===== config.mk =====
export PLATFORM = sky130hd
export DESIGN_NAME = spi_reg_ctrl
export DESIGN_NICKNAME = d
export VERILOG_FILES = /design/src/rtl/spi_reg_pkg.sv /design/src/rtl/spi_cs_sync.sv /design/src/rtl/spi_reg_ctrl.sv
export SDC_FILE = /design/constraint.sdc
export NUM_CORES = 1
export LEC_CHECK = 0
export BUFFER_PORTS_ARGS = -buffer_cell sky130_fd_sc_hd__buf_2
export CAP_MARGIN = 20
export CORE_UTILIZATION = 32
export CTS_BUF_LIST = sky130_fd_sc_hd__clkbuf_4
export CTS_CLUSTER_DIAMETER = 50
export DETAILED_ROUTE_END_ITERATION = 10
export SLEW_MARGIN = 20
export SYNTH_ARGS = -nofsm -noshare
export SYNTH_HDL_FRONTEND = slang
export SYNTH_SLANG_ARGS = --single-unit

===== constraint.sdc =====
create_clock -name i_Clk -period 4.9 [get_ports i_Clk]
set_input_delay 0.735 -clock i_Clk [delete_from_list [all_inputs] [get_ports i_Clk]]
set_output_delay 0.735 -clock i_Clk [all_outputs]
set_load 0.01 [all_outputs]

===== src/rtl/spi_reg_pkg.sv =====
// Shared types and constants for the SPI register controller.
// The SPI_REG_AUTOINC_EN build macro is consumed by spi_reg_ctrl, not here.
package spi_reg_pkg;

    localparam int unsigned BYTE_W     = 8;
    localparam int unsigned ADDR_W     = 7;
    localparam int unsigned CMD_WR_BIT = 7;

    localparam logic [BYTE_W-1:0] DEFAULT_ID_BYTE = 8'hD5;

    typedef enum logic [1:0] {
        IDLE  = 2'd0,
        CMD   = 2'd1,
        WRITE = 2'd2,
        READ  = 2'd3
    } state_e;

    typedef struct packed {
        logic              wr;
        logic [ADDR_W-1:0] addr;
    } cmd_t;

    // Split a command byte into direction and start address
    function automatic cmd_t decode_cmd(input logic [BYTE_W-1:0] b);
        cmd_t c;
        c.wr   = b[CMD_WR_BIT];
        c.addr = b[ADDR_W-1:0];
        return c;
    endfunction

endpackage


===== src/rtl/spi_cs_sync.sv =====
// Two-flop synchronizer for the raw SPI chip select, with registered
// one-cycle start (falling) and end (rising) pulses.
module spi_cs_sync (
    input  logic clk,
    input  logic rst_n,
    input  logic cs_raw_n,
    output logic cs_n,
    output logic cs_start,
    output logic cs_end
);

    logic meta_n;

    // Edge pulses are aligned with the cycle in which cs_n changes
    always_ff @(posedge clk or negedge rst_n) begin
        if (!rst_n) begin
            meta_n   <= 1'b1;
            cs_n     <= 1'b1;
            cs_start <= 1'b0;
            cs_end   <= 1'b0;
        end else begin
            meta_n   <= cs_raw_n;
            cs_n     <= meta_n;
            cs_start <= cs_n & ~meta_n;
            cs_end   <= ~cs_n & meta_n;
        end
    end

endmodule


===== src/rtl/spi_reg_ctrl.sv =====
// SPI slave register-file controller: command byte selects read/write and
// start address. Define SPI_REG_AUTOINC_EN to auto-increment the address.
module spi_reg_ctrl
    import spi_reg_pkg::*;
#(
    parameter int unsigned       NUM_REGS = 16,
    parameter logic [BYTE_W-1:0] ID_BYTE  = DEFAULT_ID_BYTE
) (
    input  logic                     i_Clk,
    input  logic                     i_Rst_L,
    input  logic                     i_RX_DV,
    input  logic [BYTE_W-1:0]        i_RX_Byte,
    output logic                     o_TX_DV,
    output logic [BYTE_W-1:0]        o_TX_Byte,
    input  logic                     i_SPI_CS_n,
    output logic [NUM_REGS*8-1:0]    o_Regs,
    output logic                     o_Wr_Strobe,
    output logic [ADDR_W-1:0]        o_Wr_Addr,
    output logic [BYTE_W-1:0]        o_Wr_Data,
    output logic                     o_Busy
);

    logic cs_n;
    logic cs_start;
    logic cs_end;

    state_e                state_q, state_d;
    logic [ADDR_W-1:0]     addr_q, addr_d;
    logic [ADDR_W-1:0]     step_addr;
    cmd_t                  cmd;
    logic                  tx_dv_d;
    logic [BYTE_W-1:0]     tx_byte_d;
    logic                  wr_strobe_d;
    logic [ADDR_W-1:0]     wr_addr_d;
    logic [BYTE_W-1:0]     wr_data_d;
    logic [NUM_REGS*8-1:0] regs_q;

    spi_cs_sync u_cs_sync (
        .clk      (i_Clk),
        .rst_n    (i_Rst_L),
        .cs_raw_n (i_SPI_CS_n),
        .cs_n     (cs_n),
        .cs_start (cs_start),
        .cs_end   (cs_end)
    );

    function automatic logic in_range(input logic [ADDR_W-1:0] a);
        return 32'(a) < NUM_REGS;
    endfunction

    // Addresses outside the register file read back as zero
    function automatic logic [BYTE_W-1:0] reg_read(input logic [NUM_REGS*8-1:0] r,
                                                   input logic [ADDR_W-1:0]     a);
        logic [BYTE_W-1:0] v;
        v = '0;
        for (int unsigned k = 0; k < NUM_REGS; k++) begin
            if (a == ADDR_W'(k)) begin
                v = r[8*k +: 8];
            end
        end
        return v;
    endfunction

    function automatic logic [ADDR_W-1:0] next_addr(input logic [ADDR_W-1:0] a);
`ifdef SPI_REG_AUTOINC_EN
        return a + ADDR_W'(1);
`else
        return a;
`endif
    endfunction

    always_ff @(posedge i_Clk or negedge i_Rst_L) begin
        if (!i_Rst_L) begin
            state_q <= IDLE;
        end else begin
            state_q <= state_d;
        end
    end

    always_comb begin
        state_d     = state_q;
        addr_d      = addr_q;
        tx_dv_d     = 1'b0;
        tx_byte_d   = o_TX_Byte;
        wr_strobe_d = 1'b0;
        wr_addr_d   = o_Wr_Addr;
        wr_data_d   = o_Wr_Data;
        cmd         = decode_cmd(i_RX_Byte);
        step_addr   = next_addr(addr_q);

        case (state_q)
            IDLE: begin
                if (cs_start) begin
                    state_d   = CMD;
                    tx_dv_d   = 1'b1;
                    tx_byte_d = ID_BYTE;
                end
            end
            CMD: begin
                if (i_RX_DV) begin
                    addr_d = cmd.addr;
                    if (cmd.wr) begin
                        state_d = WRITE;
                    end else begin
                        state_d   = READ;
                        tx_dv_d   = ~cs_end;
                        tx_byte_d = reg_read(regs_q, cmd.addr);
                    end
                end
            end
            WRITE: begin
                if (i_RX_DV) begin
                    addr_d = step_addr;
                    if (in_range(addr_q)) begin
                        wr_strobe_d = 1'b1;
                        wr_addr_d   = addr_q;
                        wr_data_d   = i_RX_Byte;
                    end
                end
            end
            READ: begin
                if (i_RX_DV) begin
                    addr_d    = step_addr;
                    tx_dv_d   = ~cs_end;
                    tx_byte_d = reg_read(regs_q, step_addr);
                end
            end
            default: state_d = IDLE;
        endcase

        // A byte arriving with the end edge is still consumed above
        if (cs_end) begin
            state_d = IDLE;
        end
        // Guarantees TX loads are never back to back
        if (o_TX_DV) begin
            tx_dv_d = 1'b0;
        end
    end

    always_ff @(posedge i_Clk or negedge i_Rst_L) begin
        if (!i_Rst_L) begin
            addr_q      <= '0;
            o_TX_DV     <= 1'b0;
            o_TX_Byte   <= '0;
            o_Wr_Strobe <= 1'b0;
            o_Wr_Addr   <= '0;
            o_Wr_Data   <= '0;
            o_Busy      <= 1'b0;
        end else begin
            addr_q      <= addr_d;
            o_TX_DV     <= tx_dv_d;
            o_TX_Byte   <= tx_byte_d;
            o_Wr_Strobe <= wr_strobe_d;
            o_Wr_Addr   <= wr_addr_d;
            o_Wr_Data   <= wr_data_d;
            o_Busy      <= ~cs_n;
        end
    end

    // Register file commits in the same cycle the write strobe is presented
    always_ff @(posedge i_Clk or negedge i_Rst_L) begin
        if (!i_Rst_L) begin
            regs_q <= '0;
        end else if (wr_strobe_d) begin
            for (int unsigned k = 0; k < NUM_REGS; k++) begin
                if (wr_addr_d == ADDR_W'(k)) begin
                    regs_q[8*k +: 8] <= wr_data_d;
                end
            end
        end
    end

    assign o_Regs = regs_q;

endmodule


==> impl_metrics.json <==
{
  "critPathKind": "flop to flop",
  "post_cts_buffers": 0,
  "rows": 60,
  "timing.hold.ws_ns": 0.159,
  "grt_pass1_wl_um": 53700,
  "grt_max_degree": 85,
  "cts_buffers": 17,
  "highest_layer": "met4",
  "grt.total_usage": 0.259,
  "ys_seq_area_frac": 0.471,
  "cts_tree": "built",
  "hold_viol": 0,
  "period_share": 0.655,
  "first_pass_iters": 7,
  "cpPeakStageDelay_ns": 0.79,
  "setup_violations": 0,
  "synth_fp_nets": 952,
  "synth_cells": 940,
  "cp_cell_sequence": "buf_4 -> nand2b_1 -> nor2_1 -> nand3_1 -> mux2_2",
  "ctsResizeCount": 0,
  "routed-wl-met3_um": 2900,
  "wl_per_cell_um": 25.1,
  "fillers": 2773,
  "hold_path.class": "input port to asynchronous set/reset pin",
  "synth_cell_types": 72,
  "fmax_ghz": 0.311,
  "synth_edf_count": 0,
  "grt_pass1_vias": 7784,
  "drc_errors": 0,
  "arrival_ns": 3.70,
  "routed_wl_um": 36400,
  "hpwl_um": 26700,
  "syn_to_final_growth_pct": 15.4,
  "hold_buffers": 0,
  "post-route-min-period_ns": 3.21,
  "tightest_slew_ns": 1.11,
  "root_buffer": "clkbuf_4",
  "startpoint_type": "flop",
  "seq_area_sq_mm": 0.00418,
  "num_vias": 8192,
  "multi_input_area_sq_mm": 0.00428,
  "drtIter0Drc": 932,
  "finalSetupTns_ns": 0,
  "vdd_drop_max_mv": 0.189,
  "numClockSinks": 167,
  "die_area_sq_mm": 0.0284,
  "antenna_left": 0,
  "crit_slowest_cell": "dfrtp_1",
  "syn_avg_cell_area_sq_um": 9.44,
  "num_io_pins": 166,
  "grt_overflow_total": 0,
  "synth-main-ff-cell": "dfrtp_1",
  "status": "finished clean",
  "end_kind": "flop",
  "synth-seq-cells": 167,
  "antenna_found_initial": 1,
  "synth_area_sq_mm": 0.00887,
  "start_util": 0.327,
  "nNetsFinal": 1077,
  "max_cap_viol_count": 0,
  "die_width_um": 169,
  "cp_data_required_time_ns": 5.39,
  "p_per_area_mw_per_mm2": 446,
  "ys_warn_count": 0,
  "fin_cells": 1451,
  "synthArstFlopShare": 1.00,
  "dp_cells": 1418,
  "clkSlewWorstSetupHoldPaths_ns": 0.17,
  "skew_ns": 0.0378,
  "insertion_delay_ns": 0.61,
  "gp_congestion": 1.00,
  "wl_met2_um": 16700,
  "p_leak_uw": 0.00482,
  "slew_viol_final": 0,
  "cts.htree.levels": 4,
  "path_max_fanout": 16,
  "die_y_um": 169,
  "port_buffers": 165,
  "rsz0062_at_grt": "false",
  "met1Wirelength_um": 15800,
  "cts_buffer_depth": 2,
  "max-slew-margin-rel": 0.261,
  "drive_gt1_frac": 0.271,
  "vias_per_cell": 5.65,
  "coreArea_sq_mm": 0.0271
}
power by group:
part	internal, uW	switching [uW]
registers	1630	454
clock network	273	582
logic	593	1040
total	2490	2070
flip-flops by register name, summed over array words and instances (netlist names):
signal	cells
o_Wr_Data	8
o_Wr_Strobe	1
addr_q	7
u_cs_sync.meta_n	1
o_Busy	1
u_cs_sync.cs_n	1
o_TX_Byte	8
o_Wr_Addr	7
o_TX_DV	1
state_q	2
o_Regs	128
u_cs_sync.cs_start	1
u_cs_sync.cs_end	1
worst max-delay path, delay by kind of cell, from the launching register on:
family | cells | cell delay (ns)
and+or+nand+nor | 3 | 1.46
DFF | 1 | 0.79
muxes | 1 | 0.49
buffers and inverters | 1 | 0.34
layout by cell type, fill, tap and decap left out, types with 6 or more instances in the layout:
cell,Yosys,layout
a22oi_1,13,13
nor3_1,9,9
mux2i_1,30,29
a21oi_1,58,55
nand2_1,133,133
buf_4,6,15
nor2b_1,16,16
o22ai_1,14,14
nand2b_1,11,11
a22o_1,7,7
a211oi_1,9,9
buf_2,33,164
a221oi_1,8,8
mux2_2,47,47
inv_1,17,17
o21ai_0,135,135
inv_6,0,6
mux4_2,9,9
a31oi_1,6,6
nand3_1,10,10
clkbuf_4,0,17
dfrtp_1,165,164
nor2_1,72,72
layout make-up:
cell class                 count  area share
multi-input combinational    680       0.418
timing repair buffer         181      0.0942
clock buffer                  17      0.0125
clock inverter                15      0.0150
tap                          372      0.0455
inverter                      18     0.00660
antenna                        1    0.000244
sequential                   167       0.408
per-layer routing:
metal / vias up / track usage
met1: 4070 / 0.362
met2: 421 / 0.402
met4: 0 / 0.0909
met5: - / 0
met3: 58 / 0.0458
li1: 3643 / -
worst paths after layout:
kind	from	endpoint	slack, ns	cells after the start
setup / recovery	addr_q[1]	o_Regs[115]	1.69	5
hold / removal	i_Rst_L	o_Regs[104]	0.16	1
setup reg to reg	addr_q[1]	o_Regs[115]	1.69	5
hold reg to reg	u_cs_sync.meta_n	u_cs_sync.cs_n	0.39	0
max in group asynchronous	i_Rst_L	o_Regs[7]	3.80	2
min in group i_Clk	i_SPI_CS_n	u_cs_sync.meta_n	0.23	1
kinds of logic (layout without fill, tap and decap cells):
group	after synthesis	count (layout)	synth area share
compound gates	301	301	0.206
flops	167	167	0.471
mux	86	86	0.116
other cells	0	1	0
simple gates	293	293	0.157
buf+inv	93	231	0.0491
stage by stage:
step | cell area [sq um] | power, uW | utilization | worst slack (ns)
after CTS | 10200 | 4550 | 0.378 | 1.86
after detailed placement | 9960 | 3710 | 0.367 | 1.49
after global placement | 9960 | 3680 | 0.367 | 1.57
after floorplan | 8870 | 2910 | - | 2.58
after global routing | 10200 | 4790 | 0.378 | 1.65
final | 10200 | 4560 | 0.378 | 1.69
Yosys cell counts (5+ instances only):
cell type | instances | area (sq um)
a22oi_1 | 13 | 97.6
o21ai_0 | 135 | 676
a22o_1 | 7 | 61.3
dfrtp_1 | 165 | 4130
a21oi_1 | 58 | 290
nor2_1 | 72 | 270
nor2b_1 | 16 | 100
mux4_2 | 9 | 203
buf_4 | 6 | 45.0
clkbuf_1 | 28 | 105
and2_1 | 5 | 31.3
a31oi_1 | 6 | 37.5
mux2_2 | 47 | 529
inv_1 | 17 | 63.8
nand4_1 | 5 | 31.3
nand3_1 | 10 | 50.1
a211oi_1 | 9 | 67.6
buf_2 | 33 | 165
o22ai_1 | 14 | 87.6
and3_1 | 5 | 31.3
buf_1 | 5 | 18.8
nand2_1 | 133 | 499
a221oi_1 | 8 | 70.1
nor3_1 | 9 | 45.0
nand2b_1 | 11 | 68.8
mux2i_1 | 30 | 300
Note: power is estimated with default switching activity, not from simulation.
